==> config.mk <==
export PLATFORM = sky130hd
export DESIGN_NAME = pn_soma_controller
export DESIGN_NICKNAME = d
export VERILOG_FILES = /design/src/rtl/pn_pkg.sv /design/src/rtl/pn_event_fifo.sv /design/src/rtl/pn_soma_controller.sv
export SDC_FILE = /design/constraint.sdc
export NUM_CORES = 1
export LEC_CHECK = 0
export CAP_MARGIN = 25
export CORE_AREA = 10 10 197 199
export CTS_CLUSTER_SIZE = 12
export DETAILED_ROUTE_END_ITERATION = 12
export DIE_AREA = 0 0 207 209
export GPL_ROUTABILITY_DRIVEN = 0
export PLACE_DENSITY = 0.66
export RECOVER_POWER = 100
export SLEW_MARGIN = 20
export SYNTH_ARGS = -nofsm -noshare
export SYNTH_HDL_FRONTEND = slang
export SYNTH_SLANG_ARGS = --single-unit
==> constraint.sdc <==
create_clock -name clk -period 5.3 [get_ports clk]
set_clock_uncertainty 0.15 [all_clocks]
set_input_delay 1.325 -clock clk [delete_from_list [all_inputs] [get_ports clk]]
set_output_delay 1.325 -clock clk [all_outputs]
set_load 0.05 [all_outputs]
==> src/rtl/pn_pkg.sv <==
// Shared types and constants for the physical-neuron soma controller.
// Covers the FSM state encoding, the config-word field layout and the event-word layout.
package pn_pkg;

    typedef enum logic [2:0] {
        StUncfg,
        StLoad,
        StReady,
        StIssue,
        StHold
    } state_e;

    // Config word layout: {V_th, V_leak, refr_time, axon_delay}
    localparam int unsigned CfgW       = 32;
    localparam int unsigned CfgFieldW  = 8;
    localparam int unsigned VthLsb     = 24;
    localparam int unsigned VleakLsb   = 16;
    localparam int unsigned RefrLsb    = 8;
    localparam int unsigned AxonLsb    = 0;

    // Queued event word layout: {interval, weight}
    localparam int unsigned EvIntW     = 16;
    localparam int unsigned EvWeightW  = 16;
    localparam int unsigned EvW        = EvIntW + EvWeightW;

    // The soma takes the event interval zero-extended on its W_DATA bus.
    function automatic logic [CfgW-1:0] ev_wdata(input logic [EvIntW-1:0] interval);
        return {{(CfgW - EvIntW){1'b0}}, interval};
    endfunction

endpackage

==> src/rtl/pn_event_fifo.sv <==
// Synchronous event queue with flush; full/empty/count are all derived from registers.
// Pointers wrap naturally because DEPTH is a power of two.
module pn_event_fifo #(
    parameter int unsigned DEPTH = 8,
    parameter int unsigned WIDTH = 32,
    localparam int unsigned AW   = $clog2(DEPTH)
) (
    input  logic             clk,
    input  logic             rst,
    input  logic             flush,
    input  logic             push,
    input  logic [WIDTH-1:0] wdata,
    input  logic             pop,
    output logic [WIDTH-1:0] rdata,
    output logic             full,
    output logic             empty,
    output logic [AW:0]      count
);

    localparam logic [AW:0] FullCnt = (AW + 1)'(DEPTH);

    logic [WIDTH-1:0] mem [DEPTH];
    logic [AW-1:0]    wr_ptr;
    logic [AW-1:0]    rd_ptr;
    logic [AW:0]      cnt;
    logic             do_push;
    logic             do_pop;

    assign full    = (cnt == FullCnt);
    assign empty   = (cnt == '0);
    assign count   = cnt;
    assign rdata   = mem[rd_ptr];
    assign do_push = push && !full;
    assign do_pop  = pop && !empty;

    always_ff @(posedge clk or negedge rst) begin
        if (!rst) begin
            wr_ptr <= '0;
            rd_ptr <= '0;
            cnt    <= '0;
        end else if (flush) begin
            // A push landing on the same edge as a flush is dropped.
            wr_ptr <= '0;
            rd_ptr <= '0;
            cnt    <= '0;
        end else begin
            if (do_push) wr_ptr <= wr_ptr + AW'(1);
            if (do_pop)  rd_ptr <= rd_ptr + AW'(1);
            case ({do_push, do_pop})
                2'b10:   cnt <= cnt + (AW + 1)'(1);
                2'b01:   cnt <= cnt - (AW + 1)'(1);
                default: cnt <= cnt;
            endcase
        end
    end

    always_ff @(posedge clk) begin
        if (do_push && !flush) mem[wr_ptr] <= wdata;
    end

endmodule

==> src/rtl/pn_soma_controller.sv <==
// Configures one soma, then issues queued events to it one at a time under o_wait back-pressure.
// Forwards fired spikes upstream with a saturating count, and supports a config-preserving kill.
module pn_soma_controller
    import pn_pkg::*;
#(
    parameter int unsigned FIFO_DEPTH = 8,
    parameter int unsigned CNT_W      = 16
) (
    input  logic             clk,
    input  logic             rst,
    input  logic             cfg_valid,
    output logic             cfg_ready,
    input  logic [31:0]      cfg_data,
    input  logic             ev_valid,
    output logic             ev_ready,
    input  logic [15:0]      ev_interval,
    input  logic [15:0]      ev_weight,
    input  logic             kill_req,
    output logic             soma_rst_n,
    output logic             soma_en,
    output logic             soma_kill,
    output logic [31:0]      soma_wdata,
    output logic [15:0]      soma_weight,
    input  logic             soma_wait,
    input  logic [15:0]      soma_spike,
    output logic             spk_valid,
    output logic [15:0]      spk_time,
    output logic [CNT_W-1:0] spk_cnt,
    output logic             busy
);

    localparam int unsigned AW = $clog2(FIFO_DEPTH);

    state_e          state;
    logic [CfgW-1:0] cfg_reg;

    logic            fifo_push;
    logic            fifo_pop;
    logic            fifo_flush;
    logic            fifo_full;
    logic            fifo_empty;
    logic [EvW-1:0]  fifo_rdata;
    logic [AW:0]     fifo_count;
    logic            kill_ok;
    logic            soma_active;

    assign soma_active = (state == StIssue) || (state == StHold);
    assign kill_ok     = kill_req && ((state == StReady) || soma_active);

    assign fifo_flush = kill_ok;
    assign fifo_push  = ev_valid && !fifo_full;
    // Pops happen only on the edge that enters ISSUE; kill wins over issuing.
    assign fifo_pop   = !kill_ok && !fifo_empty &&
                        ((state == StReady) || ((state == StHold) && !soma_wait));

    pn_event_fifo #(
        .DEPTH (FIFO_DEPTH),
        .WIDTH (EvW)
    ) u_event_fifo (
        .clk   (clk),
        .rst   (rst),
        .flush (fifo_flush),
        .push  (fifo_push),
        .wdata ({ev_interval, ev_weight}),
        .pop   (fifo_pop),
        .rdata (fifo_rdata),
        .full  (fifo_full),
        .empty (fifo_empty),
        .count (fifo_count)
    );

    assign cfg_ready  = (state == StUncfg) || ((state == StReady) && fifo_empty);
    assign ev_ready   = !fifo_full;
    assign soma_rst_n = (state != StUncfg) && (state != StLoad);
    assign soma_en    = soma_active;
    assign busy       = (state == StLoad) || soma_active || (fifo_count != '0);

    always_ff @(posedge clk or negedge rst) begin
        if (!rst) begin
            state       <= StUncfg;
            cfg_reg     <= '0;
            soma_wdata  <= '0;
            soma_weight <= '0;
            soma_kill   <= 1'b0;
            spk_valid   <= 1'b0;
            spk_time    <= '0;
            spk_cnt     <= '0;
        end else begin
            soma_kill <= kill_ok;
            spk_valid <= 1'b0;

            if (soma_active && (soma_spike != '0)) begin
                spk_valid <= 1'b1;
                spk_time  <= soma_spike;
                if (spk_cnt != '1) spk_cnt <= spk_cnt + CNT_W'(1);
            end

            if (fifo_pop) begin
                soma_wdata  <= ev_wdata(fifo_rdata[EvW-1 -: EvIntW]);
                soma_weight <= fifo_rdata[EvWeightW-1:0];
            end

            if (kill_ok) begin
                state <= StReady;
            end else begin
                unique case (state)
                    StUncfg: begin
                        if (cfg_valid) begin
                            cfg_reg    <= cfg_data;
                            soma_wdata <= cfg_data;
                            state      <= StLoad;
                        end
                    end
                    StLoad: begin
                        soma_wdata <= cfg_reg;
                        spk_cnt    <= '0;
                        state      <= StReady;
                    end
                    StReady: begin
                        if (cfg_valid && fifo_empty) begin
                            cfg_reg    <= cfg_data;
                            soma_wdata <= cfg_data;
                            state      <= StLoad;
                        end else if (!fifo_empty) begin
                            state <= StIssue;
                        end
                    end
                    StIssue: state <= StHold;
                    StHold: begin
                        if (!soma_wait) state <= fifo_empty ? StReady : StIssue;
                    end
                    default: state <= StUncfg;
                endcase
            end
        end
    end

endmodule
==> impl_metrics.py <==
metrics = {
    "clock_tree": {
        "cts-hold-fix-buffers": 0,
        "cts_buffer_depth": 3,
        "cts.htree.levels": 2,
        "cts_tree": "yes",
        "cts_buffers": 41,
        "cts_setup_buffers": 0,
        "tritoncts_num_sinks": 383,
        "root_buffer": "clkbuf_16",
        "clk_pin_slew_ns": 0.06,
        "cts_resized": 0,
        "clock_latency_ns": 0.53,
    },
    "routing": {
        "vias_per_cell": 5.55,
        "first_pass_iters": 5,
        "drt-total-wl_mm": 35.1,
        "met1_length_mm": 15.7,
        "routed.top_layer": "met4",
        "drt_iter0_drc": 715,
        "vias": 8948,
        "wire_per_inst_um": 21.8,
        "drcViolationCount": 0,
        "wl_met2_mm": 16.8,
        "met3_wirelength_mm": 2.15,
        "ant_nets": 0,
    },
    "floorplan": {
        "core.rowCount": 69,
        "dieWidth_um": 207,
        "initial_core_util_pct": 44.2,
        "ios": 173,
        "coreArea_mm2": 0.0351,
        "die_h_um": 209,
        "die_area_mm2": 0.0433,
    },
    "timing": {
        "finalMaxSlewViolations": 237,
        "setup_ws_ns": 0.881,
        "worstMarginPinSlew_ns": 2.27,
        "hold_viol": 0,
        "max_freq_ghz": 0.226,
        "fin_crit_sh_pct": 83.4,
        "setup_tns_ns": 0,
        "period_needed_ns": 4.42,
        "whs_ns": 0.318,
        "rsz0062_at_grt": "false",
        "setup_viol": 0,
        "relSlewSlack_pct": -51.1,
    },
    "synthesis": {
        "syn_inst": 928,
        "synth_top_cell_by_area": "edfxtp_1",
        "ys_seq_area_share_pct": 70.2,
        "yosysWarningCount": 0,
        "synth_seq_cells": 383,
        "synthArstFlopShare_pct": 33.2,
        "synth_cell_types": 62,
        "yosys-top-cells-area": "edfxtp_1 (50%), dfrtp_1 (21%), mux4_2 (9.3%)",
        "synth_edf_count": 256,
        "ys.flop_type": "edfxtp_1",
        "avgSynthCellArea_um2": 16.7,
        "synth_top_area_share_pct": 49.6,
        "syn_area_mm2": 0.0155,
        "syn_nets": 1019,
    },
    "global_routing": {
        "gr-total-overflow": 0,
        "grt_pass1_wl_mm": 56.1,
        "grt_start_max_net_pins": 87,
        "grt_pass1_vias": 9461,
        "antenna_found_initial": 2,
        "grt_usage_pct": 16.1,
    },
    "cells_and_area": {
        "final_area_mm2": 0.0189,
        "drive_gt1_share_pct": 13.5,
        "area_growth_pct": 21.7,
        "largest_reg_flops": 256,
        "final_cells": 1612,
        "nets": 1208,
        "finish.utilization_pct": 53.8,
    },
    "power_and_ir_drop": {
        "peakVddDrop_v": 0.000305,
        "leakage_nw": 6.74,
        "p_total_mw": 10.3,
        "cellPowerDensity_mw_per_mm2": 548,
    },
    "setup_path": {
        "crit_fanout": 21,
        "critPathLaunchType": "input port",
        "cp-end-kind": "flip-flop",
        "critical_path_class": "in -> reg",
        "required_ns": 5.30,
        "arrival_ns": 4.42,
    },
    "placement": {
        "port_buffers": 172,
        "dpl_cell_area_mm2": 0.0178,
        "dp_hpwl_mm": 23.1,
        "dp_cells": 1534,
        "post-place-ws_ns": 1.23,
    },
    "run": {
        "cap_violations": 6,
    },
    "status": {
        "status": "finished, violations left",
        "violations": "capacitance limit, slew limit",
    },
    "worst_hold_path": {
        "min_path_type": "reg -> reg",
    },
}
## cell type report
class                           count  area [um^2]
Antenna cell                        2         5.00
Inverter                            8         30.0
Fill cell                        2874        16200
Tap cell                          461          577
Sequential cell                   383        10900
Clock buffer                       63         1160
Clock inverter                     12         66.3
Timing Repair Buffer              200         1900
Multi-Input combinational cell    483         4250
## cell usage after synthesis (17+ instances only)
| cell | count |
|---|---|
| a211oi_1 | 17 |
| a22oi_1 | 33 |
| buf_2 | 17 |
| clkbuf_1 | 29 |
| dfrtp_1 | 127 |
| edfxtp_1 | 256 |
| mux2_4 | 30 |
| mux2i_1 | 24 |
| mux4_2 | 64 |
| nand2_1 | 84 |
| nor2_1 | 39 |
| nor2b_1 | 19 |
| o21ai_0 | 25 |
## final timing paths
path	from	endpoint	slack, ns	depth (start not counted)
max in group asynchronous	rst	soma_weight[1]	1.29	2
min in group asynchronous	rst	cfg_reg[28]	1.25	1
min reg2reg	spk_time[12]	spk_time[12]	0.32	2
max reg2reg	state[1]	u_event_fifo.mem[3][19]	1.28	5
min	spk_time[12]	spk_time[12]	0.32	2
max	kill_req	u_event_fifo.mem[3][19]	0.88	5
## routing by layer
layer / up-vias / GRT usage (%)
met5: - / 0
met1: 4616 / 22.2
met4: 0 / 3.75
met2: 259 / 25.7
met3: 39 / 3.46
li1: 4034 / -
## cell usage in the layout, fill, tap and decap left out, drive strengths merged, types with 3 or more instances in the layout
| master | Yosys | routed |
|---|---|---|
| and3 | 4 | 4 |
| nand3 | 9 | 9 |
| nor2 | 40 | 40 |
| edfxtp | 256 | 256 |
| clkbuf | 29 | 78 |
| mux4 | 64 | 64 |
| o32ai | 16 | 16 |
| dlygate4sd3 | 0 | 123 |
| mux2i | 24 | 24 |
| or3 | 4 | 4 |
| inv | 8 | 8 |
| o41ai | 3 | 3 |
| nor2b | 19 | 19 |
| mux2 | 32 | 32 |
| a211oi | 18 | 18 |
| a21o | 3 | 3 |
| clkdlybuf4s50 | 0 | 48 |
| nand2b | 6 | 6 |
| nand2 | 85 | 85 |
| o21ai | 26 | 26 |
| nor3 | 10 | 10 |
| a21oi | 12 | 12 |
| or2 | 4 | 4 |
| o2bb2ai | 16 | 16 |
| ha | 5 | 5 |
| clkinv | 0 | 12 |
| dfrtp | 127 | 127 |
| or4 | 3 | 3 |
| nand4 | 9 | 9 |
| a22oi | 33 | 33 |
| xor2 | 5 | 5 |
| nor4 | 8 | 8 |
| buf | 25 | 14 |
## where the power goes
| group | switching, mW | leakage, nW | internal (mW) |
|---|---|---|---|
| Sequential | 0.414 | 3.92 | 3.82 |
| Combinational | 2.19 | 2.22 | 1.31 |
| Clock | 1.09 | 0.601 | 1.51 |
## worst max-delay path, cell delays in order
cell,delay [ns]
dlygate4sd3_1,0.64
o21ai_0,0.33
nand4_1,0.40
nor2_1,0.99
clkbuf_2,0.73
## cells by family (layout without fill, tap and decap cells)
family                     Yosys count  after routing  share of synthesized area [%]
DFF                                383            383                           70.2
muxes                              120            120                           13.9
other                                0              2                              0
buffers and inverters               62            283                           1.88
xor gates and xnor gates             7              7                          0.396
AOI/OAI and AO/OA                  143            143                           6.74
adders and majority gates            5              5                          0.404
and+or+nand+nor                    208            208                           6.52
Note: power is estimated with default switching activity, not from simulation.
